File: config.mk
export PLATFORM = sky130hd
export DESIGN_NAME = fpu_addsub_arbiter
export DESIGN_NICKNAME = d
export VERILOG_FILES = /design/src/rtl/fpu_ctrl_pkg.sv /design/src/rtl/rr_arb2.sv /design/src/rtl/fpu_addsub_arbiter.sv
export SDC_FILE = /design/constraint.sdc
export NUM_CORES = 1
export LEC_CHECK = 0
export CAP_MARGIN = 10
export CORE_MARGIN = 1
export CORE_UTILIZATION = 38
export CTS_BUF_LIST = sky130_fd_sc_hd__clkbuf_4 sky130_fd_sc_hd__clkbuf_8
export CTS_CLUSTER_SIZE = 25
export DETAILED_ROUTE_END_ITERATION = 10
export PLACE_DENSITY_LB_ADDON = 0.3
export SYNTH_ARGS = -nofsm -noshare
export SYNTH_HDL_FRONTEND = slang
export SYNTH_SLANG_ARGS = --single-unit
export TNS_END_PERCENT = 20
File: constraint.sdc
create_clock -name clk -period 3.7 [get_ports clk]
set_input_delay 0.925 -clock clk [delete_from_list [all_inputs] [get_ports clk]]
set_output_delay 0.925 -clock clk [all_outputs]
set_load 0.005 [all_outputs]
File: src/rtl/fpu_ctrl_pkg.sv
// Shared control definitions for the FP add/sub arbiter: FSM states, op codes,
// the timeout result value and the operand-B sign handling.
package fpu_ctrl_pkg;

    typedef enum logic [1:0] {
        ST_IDLE  = 2'd0,
        ST_ISSUE = 2'd1,
        ST_WAIT  = 2'd2,
        ST_RESP  = 2'd3
    } state_t;

    localparam logic OP_ADD = 1'b0;
    localparam logic OP_SUB = 1'b1;

    localparam logic [31:0] QNAN = 32'h7FC0_0000;

    // Subtraction is issued to the unit as an addition with B's sign inverted.
    function automatic logic [31:0] operand_b(input logic [31:0] b, input logic op);
        logic [31:0] r;
        case (op)
            OP_ADD:  r = b;
            OP_SUB:  r = {~b[31], b[30:0]};
            default: r = b;
        endcase
        return r;
    endfunction

endpackage

File: src/rtl/rr_arb2.sv
// Two-way round-robin grant: with both requests active, the requester that
// was not served last wins.
module rr_arb2 (
    input  logic [1:0] req,
    input  logic       last,
    output logic [1:0] grant
);

    always_comb begin
        grant = 2'b00;
        case (req)
            2'b01:   grant = 2'b01;
            2'b10:   grant = 2'b10;
            2'b11:   grant = last ? 2'b01 : 2'b10;
            default: grant = 2'b00;
        endcase
    end

endmodule

File: src/rtl/fpu_addsub_arbiter.sv
// Arbitrates two requesters onto one shared FP add/sub unit, issuing operands,
// waiting on the unit's sticky done (with timeout) and returning results.
module fpu_addsub_arbiter
    import fpu_ctrl_pkg::*;
#(
    parameter int TIMEOUT = 16
) (
    input  logic        clk,
    input  logic        reset,
    input  logic        req_0,
    input  logic        req_1,
    input  logic [31:0] dataa_0,
    input  logic [31:0] datab_0,
    input  logic        op_0,
    input  logic [31:0] dataa_1,
    input  logic [31:0] datab_1,
    input  logic        op_1,
    output logic        ack_0,
    output logic        ack_1,
    output logic [31:0] result_0,
    output logic [31:0] result_1,
    output logic        err_0,
    output logic        err_1,
    output logic        unit_enable,
    output logic [31:0] unit_dataa,
    output logic [31:0] unit_datab,
    input  logic [31:0] unit_result,
    input  logic        unit_done
);

    localparam int CNT_W = $clog2(TIMEOUT + 1);
    localparam logic [CNT_W-1:0] CNT_LAST = CNT_W'(TIMEOUT - 1);

    state_t           state;
    state_t           state_nxt;
    logic [1:0]       grant;
    logic             sel_p0;
    logic             last;
    logic [31:0]      a_p0;
    logic [31:0]      b_p0;
    logic [CNT_W-1:0] cnt;
    logic             busy;
    logic             take;
    logic             done_ok;
    logic             timed_out;
    logic             finish;
    logic [31:0]      res_nxt;

    rr_arb2 u_arb (
        .req   ({req_1, req_0}),
        .last  (last),
        .grant (grant)
    );

    always_ff @(posedge clk or posedge reset) begin
        if (reset) state <= ST_IDLE;
        else       state <= state_nxt;
    end

    // Done is sticky, so the first WAIT cycle may still show the previous
    // operation's done; only later WAIT cycles may complete the operation.
    always_comb begin
        state_nxt = state;
        take      = 1'b0;
        busy      = 1'b0;
        done_ok   = 1'b0;
        timed_out = 1'b0;
        case (state)
            ST_IDLE: begin
                if (|grant) begin
                    take      = 1'b1;
                    state_nxt = ST_ISSUE;
                end
            end
            ST_ISSUE: begin
                busy      = 1'b1;
                state_nxt = ST_WAIT;
            end
            ST_WAIT: begin
                busy      = 1'b1;
                done_ok   = (cnt != '0) && unit_done;
                timed_out = !done_ok && (cnt == CNT_LAST);
                if (done_ok || timed_out) state_nxt = ST_RESP;
            end
            ST_RESP: state_nxt = ST_IDLE;
            default: state_nxt = ST_IDLE;
        endcase
    end

    assign finish      = done_ok || timed_out;
    assign res_nxt     = done_ok ? unit_result : QNAN;
    assign unit_enable = busy;
    assign unit_dataa  = busy ? a_p0 : '0;
    assign unit_datab  = busy ? b_p0 : '0;

    // p0: operands of the granted requester, captured when leaving IDLE
    always_ff @(posedge clk) begin
        if (take) begin
            a_p0 <= grant[1] ? dataa_1 : dataa_0;
            b_p0 <= grant[1] ? operand_b(datab_1, op_1) : operand_b(datab_0, op_0);
        end
    end

    // Response registers load on the WAIT->RESP edge so ack is high during RESP.
    always_ff @(posedge clk or posedge reset) begin
        if (reset) begin
            sel_p0   <= 1'b0;
            last     <= 1'b1;
            cnt      <= '0;
            ack_0    <= 1'b0;
            ack_1    <= 1'b0;
            result_0 <= '0;
            result_1 <= '0;
            err_0    <= 1'b0;
            err_1    <= 1'b0;
        end else begin
            ack_0 <= 1'b0;
            ack_1 <= 1'b0;
            cnt   <= (state == ST_WAIT) ? cnt + 1'b1 : '0;
            if (take) sel_p0 <= grant[1];
            if (finish) begin
                if (sel_p0) begin
                    ack_1    <= 1'b1;
                    result_1 <= res_nxt;
                    err_1    <= timed_out;
                end else begin
                    ack_0    <= 1'b1;
                    result_0 <= res_nxt;
                    err_0    <= timed_out;
                end
            end
            if (state == ST_RESP) last <= sel_p0;
        end
    end

endmodule

# Word level (Yosys, flattened, before mapping)
# Index checks and enable logic that the tools add are counted.
[op_classes]
n_addsub = 1
n_mux = 22
bitwise = 5
reduce_logical = 12
n_eq_ne = 9
[ops]
columns = ["cell", "count"]
rows = [
  ["two-way mux 32 bit", 5],
  ["case mux 32 bit (2 select lines)", 2],
  ["two-way mux 1 bit", 9],
  ["== test 2 bit (second input constant)", 4],
  ["case mux 2 bit (4 select lines)", 1],
  ["two-way mux 2 bit", 3],
  ["case mux 2 bit (3 select lines)", 1],
  ["AND reduction 2 bit", 3],
  ["adder 5 x 1 -> 5 bit (second input constant)", 1],
  ["== test 5 x 4 -> 1 bit (second input constant)", 1],
  ["two-way mux 5 bit", 1],
  ["inverter 1 bit", 5],
  ["nonzero test 5 bit", 1],
  ["== test 2 x 1 -> 1 bit (second input constant)", 2],
  ["inequality test 2 bit (second input constant)", 2],
  ["OR reduction 2 bit", 2],
  ["logical AND 1 bit", 2],
  ["logical NOT 2 bit", 1],
  ["logical OR 1 bit", 2],
  ["logical NOT 1 bit", 1],
]
[word_totals]
out_inout_bits = 133
inputBits = 167
reg_bits = 141
wordCells = 61

# Depth between registers and ports, before layout
# Gate-level depths: netlist of run 1.
[logic_depth]
word_depth = 7
depth_mapped = 8
mapped_depth_nobuf = 6

# Hierarchy
# A second synthesis of run 1 with hierarchy kept.
[unflattened]
cells_unflattened = 532
area_unflattened_um2 = 6937.9
[modules_own_cells]
columns = ["module", "seq_area_each_um2", "instances", "area_each_um2", "cells_each"]
rows = [
  ["fpu_addsub_arbiter", 3849.9, 1, 6919.1, 529],
  ["rr_arb2", 0.0, 1, 18.8, 3],
]

# Worst setup path after synthesis of run 1
# OpenSTA, ideal clock, no wires.
[synth_timing]
path_kind = "input port to flip-flop"
startpoint = "input port req_1"
endpoint = "register a_p0[0] (enable)"
t_arrival_ns = 2.420
setup_slack_ns = 0.853
path_stages = 1
n_path_buf = 0
cell_sequence = "o21a_1"
[synth_between]
elab_chain_len = 5
word_cells_on_any_way = 7
classes_between = "eq/ne: 3; mux: 3; reduce/logical: 1"
[synth_lines]
columns = ["item", "line", "source"]
rows = [
  ["start, declared", "fpu_addsub_arbiter.sv:11", "input logic req_1,"],
  ["== test 2 bit / == test 2 x 1 -> 1 bit (equally long branches)", "rr_arb2.sv:11", "case (req)"],
  ["case mux 2 bit (3 select lines) *", "rr_arb2.sv:11", ""],
  ["OR reduction 2 bit *", "fpu_addsub_arbiter.sv:70", "if (|grant) begin"],
  ["two-way mux 1 bit *", "fpu_addsub_arbiter.sv:70", ""],
  ["two-way mux 1 bit *", "fpu_addsub_arbiter.sv:68", "case (state)"],
  ["end signal, assigned", "fpu_addsub_arbiter.sv:99", "a_p0 <= grant[1] ? dataa_1 : dataa_0;"],
  ["end, declared", "fpu_addsub_arbiter.sv:39", "logic [31:0] a_p0;"],
]
# Mark *: on every way between the ends. The rest lies on a longest branch, timed or not.
# A chain may end at the register's enable or synchronous reset.

# Final worst setup path of run 1
[layout_timing]
startpoint = "register state[1]"
endpoint = "output port unit_datab[11]"
[layout_between]
elab_chain_len = 4
word_cells_on_any_way = 5
classes_between = "eq/ne: 2; mux: 2; reduce/logical: 1"
[layout_lines]
columns = ["item", "line", "source"]
rows = [
  ["start, declared", "fpu_addsub_arbiter.sv:34", "state_t state;"],
  ["start signal, assigned", "fpu_addsub_arbiter.sv:57", "else state <= state_nxt;"],
  ["== test 2 bit / == test 2 x 1 -> 1 bit (equally long branches)", "fpu_addsub_arbiter.sv:68", ""],
  ["OR reduction 2 bit (no line) *", "--", ""],
  ["two-way mux 1 bit *", "fpu_addsub_arbiter.sv:68", ""],
  ["two-way mux 32 bit *", "fpu_addsub_arbiter.sv:94", "assign unit_datab = busy ? b_p0 : '0;"],
  ["end, declared", "fpu_addsub_arbiter.sv:26", "output logic [31:0] unit_datab,"],
]
# Marked as above.

==> impl_metrics.prom, run 1 <==
# TYPE chip_impl_metric gauge
chip_impl_info{name="synth_flop_type",value="sky130_fd_sc_hd__dfrtp_1"} 1
chip_impl_metric{name="worst-r2r-cell-count",unit=""} 7
chip_impl_info{name="tritoncts_clock_tree",value="yes"} 1
chip_impl_info{name="grt_setup_unrepaired",value="no"} 1
chip_impl_metric{name="n_antenna_cell",unit=""} 0
chip_impl_metric{name="finalInstanceArea",unit="sq mm"} 0.01058
chip_impl_metric{name="layout.area.seq",unit="sq mm"} 0.003850
chip_impl_info{name="r2r_end",value="result_1[19]"} 1
chip_impl_metric{name="cp.arrival",unit="ps"} 2310
chip_impl_metric{name="grt_first_pass_wirelength",unit="um"} 29450
chip_impl_metric{name="cts.hold.buffers_added",unit=""} 0
chip_impl_metric{name="setup_total_negative_slack",unit="ps"} 0
chip_impl_metric{name="insertion_delay",unit="ps"} 440
chip_impl_metric{name="synth_cells",unit=""} 529
chip_impl_metric{name="final.setup.worst_slack",unit="ps"} 461.6
chip_impl_metric{name="fmaxAchievable",unit="MHz"} 308.8
chip_impl_info{name="clock_tree.root_cell",value="sky130_fd_sc_hd__clkbuf_8"} 1
chip_impl_metric{name="dp.cells",unit=""} 1015
chip_impl_metric{name="slew_headroom",unit="%"} 49.35
chip_impl_metric{name="wl_per_cell",unit="um"} 18.69
chip_impl_info{name="worst_setup_path_endpoint",value="unit_datab[11]"} 1
chip_impl_metric{name="clkSlewWorstSetupHoldPaths",unit="ps"} 70
chip_impl_metric{name="power_density",unit="mW/mm^2"} 737.5
chip_impl_metric{name="finalCritPeriodShare",unit="%"} 87.53
chip_impl_metric{name="h-tree-depth",unit=""} 4
chip_impl_info{name="criticalPathCategory",value="reg -> out"} 1
chip_impl_metric{name="io_pins",unit=""} 300
chip_impl_metric{name="routabilityCongestion",unit=""} 0.7745
chip_impl_metric{name="detail_route.drc_violations",unit=""} 0
chip_impl_metric{name="chipWidth",unit="um"} 136.7
chip_impl_metric{name="initial_utilization",unit="%"} 39.44
chip_impl_info{name="hold_path.class",value="reg -> reg"} 1
chip_impl_metric{name="fin_skew",unit="ps"} 10.87
chip_impl_metric{name="p_total",unit="mW"} 7.802
chip_impl_metric{name="synth_async_sr_flop_share",unit="%"} 54.61
chip_impl_metric{name="numPortBuffers",unit=""} 299
chip_impl_metric{name="cts.sinks",unit=""} 141
chip_impl_metric{name="dpl_worst_slack",unit="ps"} 571.7
chip_impl_metric{name="die-height",unit="um"} 136.7
chip_impl_metric{name="grt.overflow.total",unit=""} 0
chip_impl_metric{name="synthesis_to_finish_area_growth",unit="%"} 53.48
chip_impl_metric{name="placement.cell_area",unit="sq mm"} 0.01009
chip_impl_metric{name="die_area",unit="sq mm"} 0.01868
chip_impl_metric{name="synth_seq_cells",unit=""} 141
chip_impl_metric{name="num_rows",unit=""} 48
chip_impl_metric{name="min_period",unit="ps"} 3238
chip_impl_metric{name="final_nets",unit=""} 983
chip_impl_metric{name="design.core.area",unit="sq mm"} 0.01748
chip_impl_metric{name="final_hold_viol_count",unit=""} 0
chip_impl_metric{name="drt.antenna.violating_nets",unit=""} 0
chip_impl_metric{name="drt_iter0_markers",unit=""} 359
chip_impl_metric{name="pin_count_of_the_biggest_net_entering_global_routing",unit=""} 78
chip_impl_metric{name="count_of_endpoints_failing_setup_in_the_final_report",unit=""} 0
chip_impl_info{name="critical_path.endpoint_type",value="output port"} 1
chip_impl_metric{name="maximum_resistive_drop_on_vdd",unit="mV"} 0.4370
chip_impl_metric{name="max_slew.worst_pin.slew",unit="ps"} 759.7
chip_impl_metric{name="routed_wirelength",unit="um"} 19570
chip_impl_metric{name="synth_seq_area_share",unit="%"} 55.85
chip_impl_metric{name="max-cap-violations",unit=""} 0
chip_impl_metric{name="synth_area_per_cell",unit="sq um"} 13.03
chip_impl_info{name="crit_start",value="state[1]"} 1
chip_impl_metric{name="final-instance-count-excl-fill",unit=""} 1047
chip_impl_metric{name="timing.critical_path.fanout_max",unit=""} 66
chip_impl_info{name="worstReg2RegStart",value="cnt[0]"} 1
chip_impl_metric{name="dpl.hpwl",unit="um"} 13900
chip_impl_metric{name="mappedNetlistArea",unit="sq mm"} 0.006893
chip_impl_metric{name="dr.pass1.iters",unit=""} 4
chip_impl_metric{name="finalHoldWorstSlack",unit="ps"} 491.4
chip_impl_info{name="setup.worst_path.start_class",value="register"} 1
chip_impl_metric{name="count_of_final_max_slew_check_failures",unit=""} 0
chip_impl_metric{name="ys_types",unit=""} 38
chip_impl_metric{name="fin_util",unit="%"} 60.53
chip_impl_metric{name="multi_input_comb_area",unit="sq mm"} 0.002758
chip_impl_metric{name="synth_nets",unit=""} 703
chip_impl_metric{name="vias_per_cell",unit=""} 5.340
chip_impl_metric{name="drive_gt1_share",unit="%"} 14.23
chip_impl_metric{name="nFillCells",unit=""} 1331
chip_impl_metric{name="grt_pass1_vias",unit=""} 5657
chip_impl_metric{name="cts_buffers",unit=""} 17
chip_impl_metric{name="crit_required",unit="ps"} 2770
chip_impl_metric{name="maximum_clock_insertion_buffer_count",unit=""} 2
chip_impl_metric{name="routed-via-count",unit=""} 5591
chip_impl_metric{name="p_leak",unit="nW"} 3.922
chip_impl_metric{name="ys.warnings.count",unit=""} 0
chip_impl_metric{name="grt_usage",unit="%"} 20.91
chip_impl_metric{name="synth_edf_count",unit=""} 64
chip_impl_metric{name="antenna_found_initial",unit=""} 0
chip_impl_metric{name="ff2ff_setup_slack",unit="ps"} 1420
chip_impl_info{name="outcome",value="finished, final reports clean"} 1
-- routing by layer --
layer / routed length, um / vias up / GRT usage, % / part of all wire [%]
met2: 10170 / 261 / 36.01 / 52
met5: 0 / - / 0 / 0
met3: 1458 / 30 / 5.630 / 7.4
met1: 7479 / 2731 / 24.65 / 38
met4: 466 / 0 / 8.333 / 2.4
li1: - / 2569 / - / -
-- registers in the layout (all words and copies together) (netlist names) --
register / flops
err_0: 1
err_1: 1
a_p0: 32
result_0: 32
ack_0: 1
last: 1
sel_p0: 1
ack_1: 1
b_p0: 32
state: 2
cnt: 5
result_1: 32
-- cell families after synthesis --
logic type                 after synthesis  synth area share (%)
AOI/OAI and AO/OA                      136                 18.10
DFF                                    141                 55.85
muxes                                   65                 10.62
adders and majority gates                7                 1.271
xor gates and xnor gates                 4                0.5084
and+or+nand+nor                        101                 8.894
buffers and inverters                   75                 4.756
-- power by group --
part	switching, mW	total, mW	internal, mW
combinational	1.63	3.83	2.20
clock	0.588	1.49	0.900
sequential	0.288	2.49	2.20
-- worst min-delay path by stage --
stage,cells past startpoint,slack (ps),end,start
floorplan,1,450,cnt[0],cnt[0]
global placement,1,470,cnt[0],cnt[0]
detailed placement,1,480,cnt[0],cnt[0]
CTS,1,500,cnt[0],cnt[0]
global route,1,510,cnt[0],cnt[0]
finish,1,490,cnt[0],cnt[0]
-- final cells by class --
class                      instances  area share [%]
clock buffer                      21           2.496
tap                              225           2.661
inverter                          26          0.9225
multi-input combinational        313           26.07
clock inverter                    11           2.034
timing repair buffer             310           29.43
sequential                       141           36.39
-- Yosys cell counts, drive strengths merged (3+ instances only) --
master,number,area (sq um)
o211a,44,440.4
nor2,11,41.29
ha,7,87.58
a221o,44,440.4
inv,26,97.59
a221oi,9,85.08
dfrtp,76,1902
edfxtp,64,1922
buf,21,125.1
nand2,7,26.28
clkbuf,28,105.1
mux2,65,732.0
a21oi,4,20.02
a211oi,27,202.7
nand3,3,15.01
and2,69,431.7
-- placed cells by master, fill, tap and decap left out, drive strengths merged --
master / instances
clkdlybuf4s50: 299
dfrtp: 76
and2: 69
mux2: 65
edfxtp: 64
o211a: 44
a221o: 44
a211oi: 27
inv: 26
clkbuf: 21
nor2: 11
buf: 11
a221oi: 9
nand2: 7
ha: 7
bufinv: 6
a21oi: 4
nand3: 3
clkinvlp: 3
nor3b: 2
xnor2: 2
xor2: 2
nor2b: 2
o21ai: 2
o211ai: 2
nand4: 2
nor3: 2
clkinv: 2
or4b: 1
nor4b: 1
a311oi: 1
o32a: 1
a21boi: 1
o21a: 1
and3: 1
dfstp: 1
-- worst max-delay path, cell delays in order, from the launching register on --
cell and delay (ps):
sky130_fd_sc_hd__dfrtp_1 390, sky130_fd_sc_hd__inv_1 100, sky130_fd_sc_hd__ha_4 610, sky130_fd_sc_hd__and2_1 210, sky130_fd_sc_hd__clkdlybuf4s50_1 560
-- what timing repair did --
action,4_1_cts,5_1_grt
endpoints found under the setup margin,0,59
gates resized for setup,0,1
buffers inserted,0,0
No activity file was read; power rests on OpenSTA's default activity.
==> inputs of run 2 (changes only) <==
--- a/config.mk
+++ b/config.mk
@@ -11,6 +11,7 @@
 export CTS_BUF_LIST = sky130_fd_sc_hd__clkbuf_4 sky130_fd_sc_hd__clkbuf_8
 export CTS_CLUSTER_SIZE = 25
 export DETAILED_ROUTE_END_ITERATION = 10
+export HOLD_SLACK_MARGIN = 0.1
 export PLACE_DENSITY_LB_ADDON = 0.3
 export SYNTH_ARGS = -nofsm -noshare
 export SYNTH_HDL_FRONTEND = slang
==> results of run 2 <==
Same layout as run 1: the final DEF is identical, and so are final timing and power.
